[config.mk]
export PLATFORM = sky130hd
export DESIGN_NAME = dsp_mult_stage_flat
export DESIGN_NICKNAME = d
export VERILOG_FILES = /design/src/rtl/dsp_mult_stage_if.sv /design/src/rtl/dsp_mult_stage.sv /design/src/flat_wrapper.sv
export SDC_FILE = /design/constraint.sdc
export NUM_CORES = 1
export LEC_CHECK = 0
export ABC_CLOCK_PERIOD_IN_PS = 11880
export BUFFER_PORTS_ARGS = -buffer_cell sky130_fd_sc_hd__buf_2
export CAP_MARGIN = 20
export CORE_MARGIN = 2
export CORE_UTILIZATION = 65
export DETAILED_ROUTE_END_ITERATION = 8
export PLACE_DENSITY = 0.91
export SYNTH_ARGS = -nofsm -noshare
export SYNTH_HDL_FRONTEND = slang
export SYNTH_SLANG_ARGS = --single-unit
[constraint.sdc]
create_clock -name clk -period 11.88 [get_ports clk]
set_input_delay 0 -clock clk [delete_from_list [all_inputs] [get_ports clk]]
set_output_delay 0 -clock clk [all_outputs]
set_load 0.02 [all_outputs]
[src/rtl/dsp_mult_stage_if.sv]
// Operand/product bundle for the DSP48A1 multiplier stage.
// The master drives operands; the slave (multiplier) returns the product and the B cascade.
interface dsp_mult_stage_if #(
    parameter int WIDTH_A = 18,
    parameter int WIDTH_B = 18
);
    logic                              in_valid;
    logic signed [WIDTH_A-1:0]         a_in;
    logic signed [WIDTH_B-1:0]         b_in;
    logic signed [WIDTH_A+WIDTH_B-1:0] m_out;
    logic signed [WIDTH_B-1:0]         bcout;
    logic                              out_valid;

    modport master (
        output in_valid, a_in, b_in,
        input  m_out, bcout, out_valid
    );

    modport slave (
        input  in_valid, a_in, b_in,
        output m_out, bcout, out_valid
    );
endinterface

[src/rtl/dsp_mult_stage.sv]
// Pipelined signed multiplier stage: optional A1/B1 input registers and optional M register,
// with a valid tag carried alongside the operands so the post-adder knows when M is meaningful.
module dsp_mult_stage #(
    parameter int WIDTH_A = 18,
    parameter int WIDTH_B = 18,
    parameter int IREG    = 1,
    parameter int MREG    = 1
) (
    input  logic             clk,
    input  logic             rst_n,
    input  logic             ce,
    input  logic             rst_i,
    input  logic             rst_m,
    dsp_mult_stage_if.slave  bus
);
    localparam int WP = WIDTH_A + WIDTH_B;

    logic signed [WIDTH_A-1:0] w_a1;
    logic signed [WIDTH_B-1:0] w_b1;
    logic                      w_v1;
    logic signed [WP-1:0]      w_a_ext;
    logic signed [WP-1:0]      w_b_ext;
    logic signed [WP-1:0]      w_prod;
    logic signed [WP-1:0]      w_m;
    logic                      w_v2;

    // Keeps the control inputs referenced when both stages are bypassed.
    logic w_unused_ctl;
    assign w_unused_ctl = ^{clk, rst_n, ce, rst_i, rst_m};

    if (IREG == 1) begin : g_ireg
        logic signed [WIDTH_A-1:0] r_a1;
        logic signed [WIDTH_B-1:0] r_b1;
        logic                      r_v1;

        always_ff @(posedge clk or negedge rst_n) begin
            if (!rst_n) begin
                r_a1 <= '0;
                r_b1 <= '0;
                r_v1 <= 1'b0;
            end else if (rst_i) begin
                r_a1 <= '0;
                r_b1 <= '0;
                r_v1 <= 1'b0;
            end else if (ce) begin
                r_a1 <= bus.a_in;
                r_b1 <= bus.b_in;
                r_v1 <= bus.in_valid;
            end
        end

        assign w_a1 = r_a1;
        assign w_b1 = r_b1;
        assign w_v1 = r_v1;
    end else begin : g_ibyp
        assign w_a1 = bus.a_in;
        assign w_b1 = bus.b_in;
        assign w_v1 = bus.in_valid;
    end

    // Sign-extend to the full product width so the low WP bits of the product are exact.
    assign w_a_ext = {{WIDTH_B{w_a1[WIDTH_A-1]}}, w_a1};
    assign w_b_ext = {{WIDTH_A{w_b1[WIDTH_B-1]}}, w_b1};
    assign w_prod  = w_a_ext * w_b_ext;

    if (MREG == 1) begin : g_mreg
        logic signed [WP-1:0] r_m;
        logic                 r_v2;

        always_ff @(posedge clk or negedge rst_n) begin
            if (!rst_n) begin
                r_m  <= '0;
                r_v2 <= 1'b0;
            end else if (rst_m) begin
                r_m  <= '0;
                r_v2 <= 1'b0;
            end else if (ce) begin
                r_m  <= w_prod;
                r_v2 <= w_v1;
            end
        end

        assign w_m  = r_m;
        assign w_v2 = r_v2;
    end else begin : g_mbyp
        assign w_m  = w_prod;
        assign w_v2 = w_v1;
    end

    assign bus.m_out     = w_m;
    assign bus.bcout     = w_b1;
    assign bus.out_valid = w_v2;
endmodule

[src/flat_wrapper.sv]
// flat-port wrapper written by rule: the top's interface ports become plain ports
module dsp_mult_stage_flat 
#(
    parameter int WIDTH_A = 18,
    parameter int WIDTH_B = 18,
    parameter int IREG    = 1,
    parameter int MREG    = 1
)
  (clk, rst_n, ce, rst_i, rst_m, bus_in_valid, bus_a_in, bus_b_in, bus_m_out, bus_bcout, bus_out_valid);
  dsp_mult_stage_if #(.WIDTH_A(WIDTH_A), .WIDTH_B(WIDTH_B)) bus_i ();
  input  logic clk;
  input  logic rst_n;
  input  logic ce;
  input  logic rst_i;
  input  logic rst_m;
  input wire logic [$bits(bus_i.in_valid)-1:0] bus_in_valid;
  input wire logic [$bits(bus_i.a_in)-1:0] bus_a_in;
  input wire logic [$bits(bus_i.b_in)-1:0] bus_b_in;
  output wire logic [$bits(bus_i.m_out)-1:0] bus_m_out;
  output wire logic [$bits(bus_i.bcout)-1:0] bus_bcout;
  output wire logic [$bits(bus_i.out_valid)-1:0] bus_out_valid;
  assign bus_i.in_valid = bus_in_valid;
  assign bus_i.a_in = bus_a_in;
  assign bus_i.b_in = bus_b_in;
  assign bus_m_out = bus_i.m_out;
  assign bus_bcout = bus_i.bcout;
  assign bus_out_valid = bus_i.out_valid;
  dsp_mult_stage #(.WIDTH_A(WIDTH_A), .WIDTH_B(WIDTH_B), .IREG(IREG), .MREG(MREG)) u_core (.clk(clk), .rst_n(rst_n), .ce(ce), .rst_i(rst_i), .rst_m(rst_m), .bus(bus_i));
endmodule
# After elaboration in Yosys (flattened, before gate mapping)
# Cells that the tools add are included.
totals:
  reg_bits: 74
  inputBits: 42
  out_inout_bits: 55
  elab_cells: 18
classes:
  n_mul: 1
  n_mux: 10
  n_reduce_logical: 2
op_table:
  columns: ["cell", "count"]
  rows:
  - ["18-bit 2-to-1 mux", 4]
  - ["36-bit 2-to-1 mux", 2]
  - ["18-bit by 18-bit multiplier with 36-bit output", 1]
  - ["1-bit 2-to-1 mux", 4]
  - ["2-bit nonzero test", 2]

# Logic depth before layout (Yosys ltp)
# Gate-level depths: netlist of the first run.
logic_depth:
  word_depth: 3
  mapped_depth: 26
  depth_no_buf: 23

# Least setup slack after synthesis of the first run
# OpenSTA, ideal clock, no wires.
synth_timing:
  path_kind: "register to register"
  startpoint: "register u_core.g_ireg.r_b1[11], in the netlist u_core.bus.bcout[11]"
  endpoint: "register u_core.g_mreg.r_m[32], in the netlist u_core.bus.m_out[32]"
  setup_ns: 0.122
  arrival_ns: 6.163
  required_ns: 11.758
  setup_slack_ns: 5.595
  path_stages_with_launch: 24
  path_buffers: 2
  period_less_slack_ns: 6.285
  cell_sequence: "dfrtp_1 clkbuf_1 buf_1 nand2_1 fa_1 inv_1 fa_1 inv_1 fa_1 inv_1 fa_1 fa_1 inv_1 fa_1 inv_1 ha_1 and3_1 a221oi_1 a2bb2oi_2 o21a_4 o21ai_4 o211a_1 or3_1 a32o_1"
synth_via:
  elab_chain_len: 3
synth_lines:
  columns: ["element", "line", "source"]
  rows:
  - ["start, declared", "dsp_mult_stage.sv:33", "logic signed [WIDTH_B-1:0] r_b1;"]
  - ["start signal, assigned", "dsp_mult_stage.sv:47", "r_b1 <= bus.b_in;"]
  - ["18-bit by 18-bit multiplier with 36-bit output", "dsp_mult_stage.sv:64", "assign w_prod = w_a_ext * w_b_ext;"]
  - ["36-bit 2-to-1 mux", "dsp_mult_stage.sv:77", "end else if (ce) begin"]
  - ["36-bit 2-to-1 mux", "dsp_mult_stage.sv:74", "end else if (rst_m) begin"]
  - ["end signal, assigned", "dsp_mult_stage.sv:78", "r_m <= w_prod;"]
  - ["end, declared", "dsp_mult_stage.sv:67", "logic signed [WP-1:0] r_m;"]
# No other way between the ends. The select of a mux whose other input is x is not followed.
# A chain may end at the register's enable or synchronous reset.

# Final worst setup path of the first run
layout_timing:
  startpoint: "register u_core.g_ireg.r_a1[7]"
  endpoint: "register u_core.g_mreg.r_m[27], in the netlist u_core.bus.m_out[27]"
layout_via:
  elab_chain_len: 3
layout_lines:
  columns: ["element", "line", "source"]
  rows:
  - ["start, declared", "dsp_mult_stage.sv:32", "logic signed [WIDTH_A-1:0] r_a1;"]
  - ["start signal, assigned", "dsp_mult_stage.sv:46", "r_a1 <= bus.a_in;"]
  - ["18-bit by 18-bit multiplier with 36-bit output", "dsp_mult_stage.sv:64", null]
  - ["36-bit 2-to-1 mux", "dsp_mult_stage.sv:77", null]
  - ["36-bit 2-to-1 mux", "dsp_mult_stage.sv:74", null]
# No other way between the ends. The select of a mux whose other input is x is not followed.

==> results of run 1 <==
[where the power goes]
group | internal (mW) | total, mW | switching [mW]
Combinational | 0.294 | 0.750 | 0.456
Clock | 0.143 | 0.261 | 0.119
Sequential | 0.281 | 0.346 | 0.0655
[path summary, 6_finish.rpt]
path                                                endpoint  cells after the start  slack, ns                         startpoint
max                         u_core.bus.m_out[27]$_DFFE_PN0P_                     21       4.81  u_core.g_ireg.r_a1[7]$_DFFE_PN0P_
min                         u_core.bus.out_valid$_DFFE_PN0P_                      2       0.24                              rst_m
max reg2reg                 u_core.bus.m_out[27]$_DFFE_PN0P_                     21       4.81  u_core.g_ireg.r_a1[7]$_DFFE_PN0P_
min reg2reg                 u_core.bus.m_out[34]$_DFFE_PN0P_                      1       0.50   u_core.bus.m_out[34]$_DFFE_PN0P_
max in group asynchronous  u_core.g_ireg.r_a1[1]$_DFFE_PN0P_                      2      10.87                              rst_n
min in group asynchronous   u_core.bus.bcout[12]$_DFFE_PN0P_                      2       0.36                              rst_n
[sequential cells by signal, indices dropped and copies added, names as in the netlist]
register              count
u_core.bus.out_valid      1
u_core.bus.bcout         18
u_core.g_ireg.r_a1       18
u_core.bus.m_out         36
u_core.g_ireg.r_v1        1
[kinds of logic (layout without fill, tap and decap cells)]
kind of cell | count (synthesis) | after routing | synth area share [%]
AND/OR/NAND/NOR | 460 | 460 | 14.9
buffers and inverters | 450 | 522 | 11.1
adder cells (fa/ha/maj) | 422 | 422 | 51.1
AO/OA/AOI/OAI | 121 | 121 | 5.95
flip-flops | 74 | 74 | 12.2
multiplexers | 50 | 50 | 3.30
XOR/XNOR | 24 | 24 | 1.39
other | 0 | 2 | 0
[final cells by class]
type	count	area [um^2]
Fill cell	1415	6370
Sequential cell	74	1850
Inverter	369	1390
Clock inverter	5	38.8
Tap cell	313	392
Clock buffer	11	233
Antenna cell	2	5.00
Multi-Input combinational cell	1077	11600
Timing Repair Buffer	137	888
[metrics by stage]
step | cell area [um^2] | util, % | worst slack (ns) | total power, mW
5_1_grt | 16400 | 72.0 | 4.54 | 1.44
6_report | 16400 | 72.0 | 4.81 | 1.36
3_3_place_gp | 15800 | 69.2 | 5.30 | 1.02
2_1_floorplan | 15200 | - | 5.60 | 0.821
4_1_cts | 16400 | 72.0 | 4.97 | 1.33
3_5_place_dp | 15800 | 69.2 | 5.04 | 1.05
[cell usage after synthesis, drive strengths merged, types with 5 or more instances]
master and instances:
inv 369, fa 329, and2 164, nand2 164, ha 93, nor2 85, clkbuf 75, dfrtp 74
mux2i 50, a21oi 29, a21o 20, xnor2 18, o21ai 14, nand3 8, a211oi 7, or3 7
a211o 6, buf 6, o211ai 6, xor2 6, nor2b 5, o21a 5
[layer usage]
metal | routed length (um) | share of wire [%] | GRT usage [%] | up-vias
met5 | 0 | 0 | 0 | -
met3 | 4820 | 11 | 8.97 | 265
met2 | 20600 | 49 | 61.5 | 894
li1 | - | - | - | 4900
met1 | 13900 | 33 | 43.7 | 5968
met4 | 2760 | 6.6 | 21.4 | 0
[what timing repair did]
item | 4_1_cts | 5_1_grt
hold buffers | 38 | 0
setup endpoints to repair | 0 | 0
setup buffers | 0 | 0
hold endpoints to repair | 111 | 0
gates resized for setup | 0 | 0
==> impl_metrics.tcl, run 1 <==
set metrics [dict create \
    drc 0 \
    worst-path-buf-inv 5 \
    status "finished, final reports clean" \
    cts.sinks 74 \
    cp_max_fo 19 \
    first_pass_iters 6 \
    fin_crit_ns 7.07 \
    die_w_um 157 \
    max_stage_delay_ns 1.01 \
    timing.hold.ws_ns 0.239 \
    slew_viol_final 0 \
    place_hpwl_um 30200 \
    drive_gt1_share_pct 7.41 \
    drt-initial-drc-count 1185 \
    ir_drop_mv 0.114 \
    required_ns 12.17 \
    tns_ns 0 \
    synth_area_um2 15200 \
    initial_core_util_pct 66.5 \
    vias 12000 \
    grt_usage_pct 36.9 \
    wl_per_cell_um 21.2 \
    cts_inserted_buffers 9 \
    synth_edf_count 0 \
    grt_overflow 0 \
    io_pins 97 \
    finClkSkew_ns 0.0173 \
    portBuffers 96 \
    syn_avg_cell_area_um2 9.47 \
    ys_seq_area_share_pct 12.2 \
    nNetsFinal 2132 \
    clk_pin_slew_ns 0.06 \
    synth_fp_nets 2065 \
    cts_tree "built" \
    clk_latency_ns 0.36 \
    fmax_mhz 141 \
    crit_top_cell "fa_1" \
    root_buffer "clkbuf_16" \
    fp.dieH_um 157 \
    period_share_pct 59.5 \
    p_leak_nw 8.83 \
    cellPowerDensity_nw_per_um2 82.7 \
    layout_common_cells "inv_1 (369), fa_1 (329), and2_1 (164), nand2_1 (164), buf_2 (94)" \
    gp_congestion 0.910 \
    grt_pass1_vias 13500 \
    synth_cell_types 61 \
    cpMaxStageDelayCell "dfrtp_1" \
    max_cap_violations 0 \
    worst-setup-path-type "reg2reg" \
    crit_arrival_ns 7.36 \
    hold_path_class "in2reg" \
    ys_warn_count 0 \
    drt.antenna.violating_nets 0 \
    synthArstFlopShare_pct 100 \
    grt_pass1_wl_um 68600 \
    cp-start-kind "flip-flop" \
    final_cells 1988 \
    layout_commonest_cell "inv_1" \
    grt_start_max_net_pins 75 \
    tightest_slew_ns 1.12 \
    path_cells "nand2_1, fa_1, inv_1, fa_1, inv_1, fa_1, inv_1, fa_1, fa_1, inv_1, fa_1, inv_1, ha_1, and3_1, and2_1, nand2_1, o31a_2, a211oi_1, o21ai_0, a2111oi_0, a311o_1" \
    fp.dieArea_um2 24600 \
    critPathCaptureType "flip-flop" \
    syn2layout_area_growth_pct 8.26 \
    synth_seq_cells 74 \
    core-area_um2 22800 \
    synth_top_area_share_pct 43.5 \
    hold_viol 0 \
    clockBufferDepth 2 \
    synthesis.instances 1601 \
    synth.area.top_cells "fa_1 (43%), dfrtp_1 (12%), inv_1 (9.1%), ha_1 (7.7%), and2_1 (6.8%)" \
    wl_um 42100 \
    setup_violations 0 \
    rsz0062_at_grt "no" \
    antenna_found_initial 1 \
    dpl.cell_count 1932 \
    rows 55 \
    yosys.area.top_type "fa_1" \
    max_slew_margin_pct 25.4 \
    cp_top_family "adder cells" \
    vias_per_cell 6.05 \
    synth_ff_type "dfrtp_1" \
    h-tree-depth 3 \
]
Note: power is estimated with default switching activity, not from simulation.
==> inputs of run 2 (changes only) <==
--- a/config.mk
+++ b/config.mk
@@ -5,13 +5,13 @@
 export SDC_FILE = /design/constraint.sdc
 export NUM_CORES = 1
 export LEC_CHECK = 0
-export ABC_CLOCK_PERIOD_IN_PS = 11880
+export ABC_CLOCK_PERIOD_IN_PS = 6900
 export BUFFER_PORTS_ARGS = -buffer_cell sky130_fd_sc_hd__buf_2
 export CAP_MARGIN = 20
 export CORE_MARGIN = 2
-export CORE_UTILIZATION = 65
+export CORE_UTILIZATION = 64
 export DETAILED_ROUTE_END_ITERATION = 8
-export PLACE_DENSITY = 0.91
+export PLACE_DENSITY = 0.89
 export SYNTH_ARGS = -nofsm -noshare
 export SYNTH_HDL_FRONTEND = slang
 export SYNTH_SLANG_ARGS = --single-unit
==> constraint.sdc (replaced) <==
create_clock -name clk -period 6.9 [get_ports clk]
set_input_delay 0 -clock clk [delete_from_list [all_inputs] [get_ports clk]]
set_output_delay 0 -clock clk [all_outputs]
set_load 0.02 [all_outputs]
==> impl_metrics.tcl, run 2 (synthesized netlist as in run 1, its figures left out) <==
set metrics [dict create \
    status "finished, final reports clean" \
    wl_um 43000 \
    cpMaxStageDelayCell "dfrtp_1" \
    drt.antenna.violating_nets 0 \
    antenna_found_initial 0 \
    cts_tree "built" \
    p_sw_share_pct 46.9 \
    place_hpwl_um 32100 \
    combPwrFrac_pct 54.6 \
    cp-start-kind "flip-flop" \
    drt-initial-drc-count 1172 \
    die_w_um 158 \
    worst-path-buf-inv 3 \
    portBuffers 96 \
    hold_viol 0 \
    drc 0 \
    nNetsFinal 2157 \
    clockBufferDepth 2 \
    root_buffer "clkbuf_16" \
    grt_usage_pct 37.1 \
    p_leak_nw 8.97 \
    final.setup.worst_slack_ns 0.172 \
    total_power_mw 2.44 \
    place_worst_setup_slack_ns 0.271 \
    finClkSkew_ns 0.0151 \
    cts.sinks 74 \
    grt_pass1_wl_um 69700 \
    io_pins 97 \
    tightest_slew_ns 1.10 \
    vias 12200 \
    syn2layout_area_growth_pct 9.88 \
    clkPwrFrac_pct 21.5 \
    layout_common_cells "inv_1 (369), fa_1 (329), and2_1 (164), nand2_1 (164), buf_2 (94)" \
    fin_crit_ns 6.73 \
    timing.hold.ws_ns 0.254 \
    antenna_cells 0 \
    final_area_um2 16700 \
    grt_overflow 0 \
    crit_top_cell "fa_1" \
    p_int_mw 1.30 \
    first_pass_iters 9 \
    worst-setup-path-type "reg2reg" \
    max_slew_margin_pct 26.4 \
    wl_per_cell_um 21.3 \
    cp_top_family "adder cells" \
    placed_area_um2 15900 \
    largest_reg_flops 36 \
    seqPwrFrac_pct 24.0 \
    fp.dieArea_um2 24900 \
    ir_drop_mv 0.179 \
    layout_commonest_cell "inv_1" \
    rsz0062_at_grt "no" \
    final_cells 2017 \
    fmax_mhz 149 \
    cp_max_fo 19 \
    clk_pin_slew_ns 0.08 \
    core-area_um2 23300 \
    vias_per_cell 6.03 \
    critPathCaptureType "flip-flop" \
    cts_inserted_buffers 9 \
    final_core_util_pct 71.4 \
    slew_viol_final 0 \
    grt_start_max_net_pins 75 \
    dpl.cell_count 1962 \
    rows 56 \
    period_share_pct 97.5 \
    grt_pass1_vias 13700 \
    path_cells "nand2_1, fa_1, fa_1, fa_1, inv_1, fa_1, fa_1, inv_1, fa_1, inv_1, ha_1, and3_1, and2_1, nand2_1, o31a_2, a211oi_1, o21ai_0, a2111oi_0, a311o_1" \
    crit_arrival_ns 7.02 \
    initial_core_util_pct 65.0 \
    required_ns 7.19 \
    p_switching_mw 1.15 \
    h-tree-depth 3 \
    hold_path_class "in2reg" \
    clk_latency_ns 0.36 \
    drive_gt1_share_pct 9.60 \
    gp_congestion 0.952 \
    tns_ns 0 \
    max_stage_delay_ns 0.81 \
    setup_violations 0 \
    cellPowerDensity_nw_per_um2 147 \
    max_cap_violations 0 \
    fp.dieH_um 158 \
]
## run 2: cell count changes in the layout (fill, tap and decap cells not counted), moves of 2 or more
cell / before / now
diode_2: 2 / 0
clkbuf_1: 2 / 0
buf_4: 5 / 30
dfrtp_1: 74 / 62
dfrtp_2: 0 / 12
## run 2: area by class of cell
class,instances,area [um^2]
flip-flops and latches,74,1870
clock buffers,10,239
well taps,319,399
fillers,1536,6680
clock inverters,6,72.6
inverters,369,1390
multi-input cells,1077,11600
repair buffers,162,1080
## run 2: power by group through the flow
stage / clock network [mW] / registers, mW / logic (mW)
detailed placement: 0 / 0.581 / 1.25
global route: 0.533 / 0.587 / 1.45
finish: 0.524 / 0.585 / 1.33
global placement: 0 / 0.578 / 1.20
CTS: 0.512 / 0.574 / 1.29
floorplan: 0 / 0.579 / 0.834
## run 2: what timing repair did
item | in CTS | in global routing
gates resized for setup | 0 | 13
endpoints found under the setup margin | 0 | 8
endpoints found under the hold margin | 111 | 0
hold buffers | 38 | 0
buffers inserted | 0 | 0
## run 2: worst paths after layout
kind | startpoint | end | slack (ns) | depth (start not counted)
worst max-delay path | u_core.g_ireg.r_a1[13]$_DFFE_PN0P_ | u_core.bus.m_out[27]$_DFFE_PN0P_ | 0.17 | 19
worst min-delay path | rst_m | u_core.bus.out_valid$_DFFE_PN0P_ | 0.25 | 2
worst max register to register | u_core.g_ireg.r_a1[13]$_DFFE_PN0P_ | u_core.bus.m_out[27]$_DFFE_PN0P_ | 0.17 | 19
worst min register to register | u_core.bus.m_out[34]$_DFFE_PN0P_ | u_core.bus.m_out[34]$_DFFE_PN0P_ | 0.51 | 1
max in group asynchronous | rst_n | u_core.g_ireg.r_a1[9]$_DFFE_PN0P_ | 5.82 | 2
min in group asynchronous | rst_n | u_core.g_ireg.r_v1$_DFFE_PN0P_ | 0.35 | 2
## run 2: layer usage
layer	global-route usage [%]	vias to the layer above	part of all wire, %
li1	-	4942	-
met1	42.7	6082	33
met2	63.6	861	50
met3	9.03	279	10
met4	20.8	0	7.1
met5	0	-	0
